### src/rtl/rtf65002_multdiv.sv
// Iterative 32x32 multiplier / restoring divider: one bit per cycle for 32 cycles,
// then one sign-fixup cycle. Divide by zero completes immediately.
module rtf65002_multdiv (
  input  logic        rst,
  input  logic        clk,
  input  logic        ld,
  input  logic [2:0]  op,
  input  logic [31:0] a,
  input  logic [31:0] b,
  output logic [63:0] prod,
  output logic [31:0] res,
  output logic        busy,
  output logic        done,
  output logic        dvz
);

  typedef enum logic [1:0] {IDLE, RUN, FIX, DONE} state_t;

  state_t      r_state, w_state_next;
  logic [2:0]  r_op;
  logic        r_sa, r_sb;
  logic [5:0]  r_cnt;
  logic [63:0] r_acc;
  logic [31:0] r_opnd;
  logic [63:0] r_prod;
  logic [31:0] r_res;
  logic        r_done, r_dvz;

  // op[0] marks the signed variants; op 2..5 are divide/modulo
  logic        w_accept, w_is_div_in, w_dvz_in;
  logic [31:0] w_abs_a, w_abs_b;
  assign w_accept    = ld && (op <= 3'd5) && (r_state == IDLE || r_state == DONE);
  assign w_is_div_in = op[2] | op[1];
  assign w_dvz_in    = w_is_div_in && (b == 32'd0);
  assign w_abs_a     = (op[0] && a[31]) ? -a : a;
  assign w_abs_b     = (op[0] && b[31]) ? -b : b;

  // Multiply: {hi, lo} with lo preloaded with the multiplier, shifted right each step
  logic [32:0] w_mul_sum;
  logic [63:0] w_mul_next;
  assign w_mul_sum  = {1'b0, r_acc[63:32]} + (r_acc[0] ? {1'b0, r_opnd} : 33'd0);
  assign w_mul_next = {w_mul_sum, r_acc[31:1]};

  // Divide: {rem, quo}, the shifted remainder needs 33 bits for the compare
  logic [32:0] w_div_rem;
  logic [31:0] w_div_sub;
  logic        w_div_ge;
  logic [63:0] w_div_next;
  assign w_div_rem  = r_acc[63:31];
  assign w_div_ge   = w_div_rem >= {1'b0, r_opnd};
  assign w_div_sub  = w_div_rem[31:0] - r_opnd;
  assign w_div_next = w_div_ge ? {w_div_sub, r_acc[30:0], 1'b1} : {r_acc[62:0], 1'b0};

  logic        w_is_mul, w_neg_q, w_neg_r;
  logic [31:0] w_quo, w_rem;
  logic [63:0] w_mprod, w_fix_prod;
  logic [31:0] w_fix_res;
  assign w_is_mul   = (r_op[2:1] == 2'b00);
  assign w_neg_q    = r_op[0] & (r_sa ^ r_sb);
  assign w_neg_r    = r_op[0] & r_sa;
  assign w_quo      = w_neg_q ? -r_acc[31:0] : r_acc[31:0];
  assign w_rem      = w_neg_r ? -r_acc[63:32] : r_acc[63:32];
  assign w_mprod    = w_neg_q ? -r_acc : r_acc;
  assign w_fix_prod = w_is_mul ? w_mprod : {w_rem, w_quo};
  assign w_fix_res  = w_is_mul ? w_mprod[31:0] : (r_op[2] ? w_rem : w_quo);

  always_ff @(posedge clk or posedge rst) begin
    if (rst) r_state <= IDLE;
    else     r_state <= w_state_next;
  end

  always_comb begin
    w_state_next = r_state;
    case (r_state)
      IDLE, DONE: if (w_accept) w_state_next = w_dvz_in ? DONE : RUN;
      RUN:        if (r_cnt == 6'd31) w_state_next = FIX;
      FIX:        w_state_next = DONE;
      default:    w_state_next = IDLE;
    endcase
  end

  always_ff @(posedge clk or posedge rst) begin
    if (rst) begin
      r_op   <= 3'd0;
      r_sa   <= 1'b0;
      r_sb   <= 1'b0;
      r_cnt  <= 6'd0;
      r_acc  <= 64'd0;
      r_opnd <= 32'd0;
      r_prod <= 64'd0;
      r_res  <= 32'd0;
      r_done <= 1'b0;
      r_dvz  <= 1'b0;
    end else begin
      case (r_state)
        IDLE, DONE: begin
          if (w_accept) begin
            r_op  <= op;
            r_sa  <= a[31];
            r_sb  <= b[31];
            r_cnt <= 6'd0;
            if (w_is_div_in) begin
              r_acc  <= {32'd0, w_abs_a};
              r_opnd <= w_abs_b;
            end else begin
              r_acc  <= {32'd0, w_abs_b};
              r_opnd <= w_abs_a;
            end
            if (w_dvz_in) begin
              r_done <= 1'b1;
              r_dvz  <= 1'b1;
              r_prod <= {a, 32'hFFFF_FFFF};
              r_res  <= op[2] ? a : 32'hFFFF_FFFF;
            end else begin
              r_done <= 1'b0;
              r_dvz  <= 1'b0;
            end
          end
        end
        RUN: begin
          r_acc <= w_is_mul ? w_mul_next : w_div_next;
          r_cnt <= r_cnt + 6'd1;
        end
        FIX: begin
          r_prod <= w_fix_prod;
          r_res  <= w_fix_res;
          r_done <= 1'b1;
        end
        default: ;
      endcase
    end
  end

  assign busy = (r_state == RUN) || (r_state == FIX);
  assign done = r_done;
  assign dvz  = r_dvz;
  assign prod = r_prod;
  assign res  = r_res;

endmodule

### config.mk
export PLATFORM = sky130hd
export DESIGN_NAME = rtf65002_multdiv
export DESIGN_NICKNAME = d
export VERILOG_FILES = /design/src/rtl/rtf65002_multdiv.sv
export SDC_FILE = /design/constraint.sdc
export NUM_CORES = 1
export LEC_CHECK = 0
export BUFFER_PORTS_ARGS = -buffer_cell sky130_fd_sc_hd__buf_4
export CORE_ASPECT_RATIO = 0.7
export CORE_MARGIN = 2
export CORE_UTILIZATION = 55
export DETAILED_ROUTE_END_ITERATION = 10
export PLACE_DENSITY = 0.8
export SETUP_SLACK_MARGIN = 0.5
export SYNTH_ARGS = -nofsm -noshare
export SYNTH_HDL_FRONTEND = slang
export SYNTH_SLANG_ARGS = --single-unit
### constraint.sdc
create_clock -name clk -period 7.1 [get_ports clk]
set_input_delay 1.065 -clock clk [delete_from_list [all_inputs] [get_ports clk]]
set_output_delay 1.065 -clock clk [all_outputs]
set_load 0.02 [all_outputs]
==> impl_metrics.py <==
metrics = {
    "sta": {
        "rsz0062_at_grt": "no",
        "drv_slew": 0,
        "finalCritPeriodShare": 0.628,
        "tns_ps": 0,
        "clock_skew_ps": 26.0,
        "maxSlewHeadroom": 0.210,
        "fin_ws_ps": 2640,
        "setup_violations": 0,
        "post-route-min-period_ps": 4460,
        "worst_pin_slew_ps": 1180,
        "fmax_mhz": 224,
        "hold_violations": 0,
    },
    "placed_design": {
        "portBuffers": 168,
        "place_area_um2": 19000,
        "hpwl_mm": 53.5,
        "place.gp.congestion": 1.05,
        "place_ws_ps": 2470,
    },
    "synthesis": {
        "ys_seq_area_frac": 0.293,
        "synth_area_per_cell_um2": 7.63,
        "synth_edf_count": 0,
        "ys_ff_latch": 207,
        "synth_area_leader_cell": "dfrtp_1",
        "netlist.area_leader.share": 0.293,
        "yosysUniqueCellTypes": 84,
        "syn_area_um2": 17700,
        "yosys_warnings": 0,
        "synthCells": 2322,
        "synth_area_leaders": "dfrtp_1 (29%), nand2_1 (6.7%), nor2_1 (5.7%)",
        "synth_nets": 2466,
        "ys.flop_type": "dfrtp_1",
        "async_flop_share": 1.00,
    },
    "pwr": {
        "leakage_uw": 0.00870,
        "peakVddDrop_v": 0.000617,
        "power.density_nw_per_um2": 548,
    },
    "floorplan": {
        "die-width_um": 218,
        "die_area_um2": 33700,
        "initial_core_util": 0.564,
        "num_rows": 54,
        "io_pins": 169,
        "die_y_um": 154,
        "fp.coreArea_um2": 31400,
    },
    "routing": {
        "wl_met2_mm": 27.1,
        "wl_mm": 69.6,
        "wl_met1_mm": 30.0,
        "via_per_inst": 6.59,
        "dr_wl_met3_mm": 10.2,
        "drtAntennaViolNets": 0,
        "wl_per_cell_um": 24.9,
        "drt_iter0_markers": 2740,
        "drc": 0,
        "vias": 18500,
        "maxUsedRoutingLayer": "met5",
        "dr.pass1.iters": 8,
    },
    "clock_network": {
        "clk_path_buf_depth": 3,
        "cts_setup_buffers": 0,
        "path_clk_slew_ps": 70,
        "cts_resized": 0,
        "hold_buffers": 0,
        "cts_tree": "done",
        "cts_made_buffers": 23,
        "cts_root_buf": "clkbuf_16",
        "clock_latency_ps": 560,
        "clock_sinks": 207,
        "cts.htree.levels": 1,
    },
    "run": {
        "drv_cap": 0,
    },
    "cells_and_area": {
        "drive_gt1_frac": 0.124,
        "postLayoutCellArea_um2": 19800,
        "nFillCells": 2824,
        "area_growth_pct": 11.6,
        "diodes": 0,
        "num-nets-final": 2510,
    },
    "setup_path": {
        "reg2reg_slack_ps": 2640,
        "path_max_fanout": 13,
        "required_ps": 7540,
        "cp-start-kind": "flop",
        "worstSetupPathType": "flop to flop",
        "end_kind": "flop",
        "arrival_ps": 4900,
    },
    "grt": {
        "grt-ovfl-total": 0,
        "grt_usage": 0.408,
        "grt_start_max_net_pins": 106,
        "grt_pass1_vias": 16600,
        "grt_pass1_wl_mm": 104,
        "antenna_found_initial": 2,
    },
    "hold_path": {
        "holdCritPathClass": "flop to flop",
    },
    "status": {
        "status": "finished, final reports clean",
    },
}
==> logic make-up (layout without fill, tap and decap cells) <==
| group | Yosys count | count (layout) | share of synthesized area |
|---|---|---|---|
| AOI/OAI and AO/OA | 707 | 707 | 0.253 |
| xor gates and xnor gates | 198 | 198 | 0.0979 |
| adders and majority gates | 74 | 74 | 0.0531 |
| buffers and inverters | 240 | 300 | 0.0548 |
| DFF | 207 | 207 | 0.293 |
| muxes | 43 | 43 | 0.0252 |
| and+or+nand+nor | 853 | 853 | 0.224 |
==> cells in the mapped netlist, types with 16 or more instances <==
library cell / number
o21ai_0: 192
and3_1: 21
ha_1: 72
xnor2_1: 110
a31oi_1: 50
xor2_1: 88
nor2b_1: 16
a21oi_1: 181
nand3_1: 43
dfrtp_1: 207
nor3_1: 33
mux2i_1: 31
clkbuf_1: 124
nand2_1: 315
nor3b_1: 18
buf_2: 17
o31ai_1: 25
or3_1: 19
a21o_1: 43
a211oi_1: 48
o21ai_1: 25
nand4_1: 18
inv_1: 73
nor2_1: 269
==> where the power goes <==
| group | switching [µW] | internal [µW] |
|---|---|---|
| registers | 743 | 1710 |
| clock network | 544 | 688 |
| logic | 4680 | 2460 |
| total | 5970 | 4860 |
==> worst paths after layout <==
check,start,to,cells after the start
max,r_acc[32]$_DFFE_PP0P_,r_acc[63]$_DFFE_PP0P_,12
min,r_opnd[27]$_DFFE_PP0P_,r_opnd[27]$_DFFE_PP0P_,1
max reg2reg,r_acc[32]$_DFFE_PP0P_,r_acc[63]$_DFFE_PP0P_,12
min reg2reg,r_opnd[27]$_DFFE_PP0P_,r_opnd[27]$_DFFE_PP0P_,1
max in group asynchronous,rst,prod[23]$_DFFE_PP0P_,3
min in group asynchronous,rst,r_acc[40]$_DFFE_PP0P_,2
==> placed cells by master (no fill, tap or decap), types with 10 or more instances in the layout <==
cell       instances
nand2_1          315
nor2_1           267
dfrtp_1          206
o21ai_0          191
buf_4            184
a21oi_1          181
xnor2_1          110
xor2_1            88
inv_1             72
ha_1              70
a31oi_1           50
a211oi_1          48
a21o_1            43
nand3_1           42
nor3_1            33
mux2i_1           31
o31ai_1           25
o21ai_1           25
clkbuf_16         23
and3_1            21
or3_1             19
nand4_1           18
nor3b_1           18
nor2b_1           16
and2_1            15
nand2b_1          14
o211ai_1          14
or4_1             13
nor4_1            13
mux2_2            12
o21a_1            11
o41ai_1           10
==> area by class of cell <==
type,instances,area (µm²),share of cell area
Timing Repair Buffer,185,1400,0.0709
Sequential cell,207,5180,0.262
Tap cell,420,526,0.0266
Clock buffer,32,659,0.0334
Clock inverter,9,88.8,0.00450
Inverter,74,282,0.0143
Multi-Input combinational cell,1875,11600,0.588
==> stage by stage <==
step                      utilization  hold WS, ps  total power, µW  cells
after floorplan                     -          450             7030   2322
after global placement          0.605          461             9150   2761
after detailed placement        0.605          467             9290   2761
after CTS                       0.629          480            10500   2802
after global routing            0.629          494            11400   2802
final                           0.629          478            10800   2802
==> registers in the layout (all words and copies together) (netlist names) <==
name	flops
done	1
dvz	1
prod	64
r_acc	64
r_cnt	6
r_op	3
r_opnd	32
r_sa	1
r_sb	1
r_state	2
res	32
==> critical path: stages, from the launching register on <==
cell	delay, ps
dfrtp_1	710
ha_1	380
inv_1	90
fa_1	410
nor2b_1	190
o21bai_1	140
a211oi_1	610
o2111ai_1	320
a211oi_1	450
o21ai_0	310
a211oi_1	320
o21ai_0	130
o31ai_1	290
==> layer usage <==
layer	up-vias	global-route usage
li1	8311	-
met1	8798	0.629
met2	1228	0.540
met3	140	0.115
met4	2	0.123
met5	-	0.0188
No activity file was read; power rests on OpenSTA's default activity.
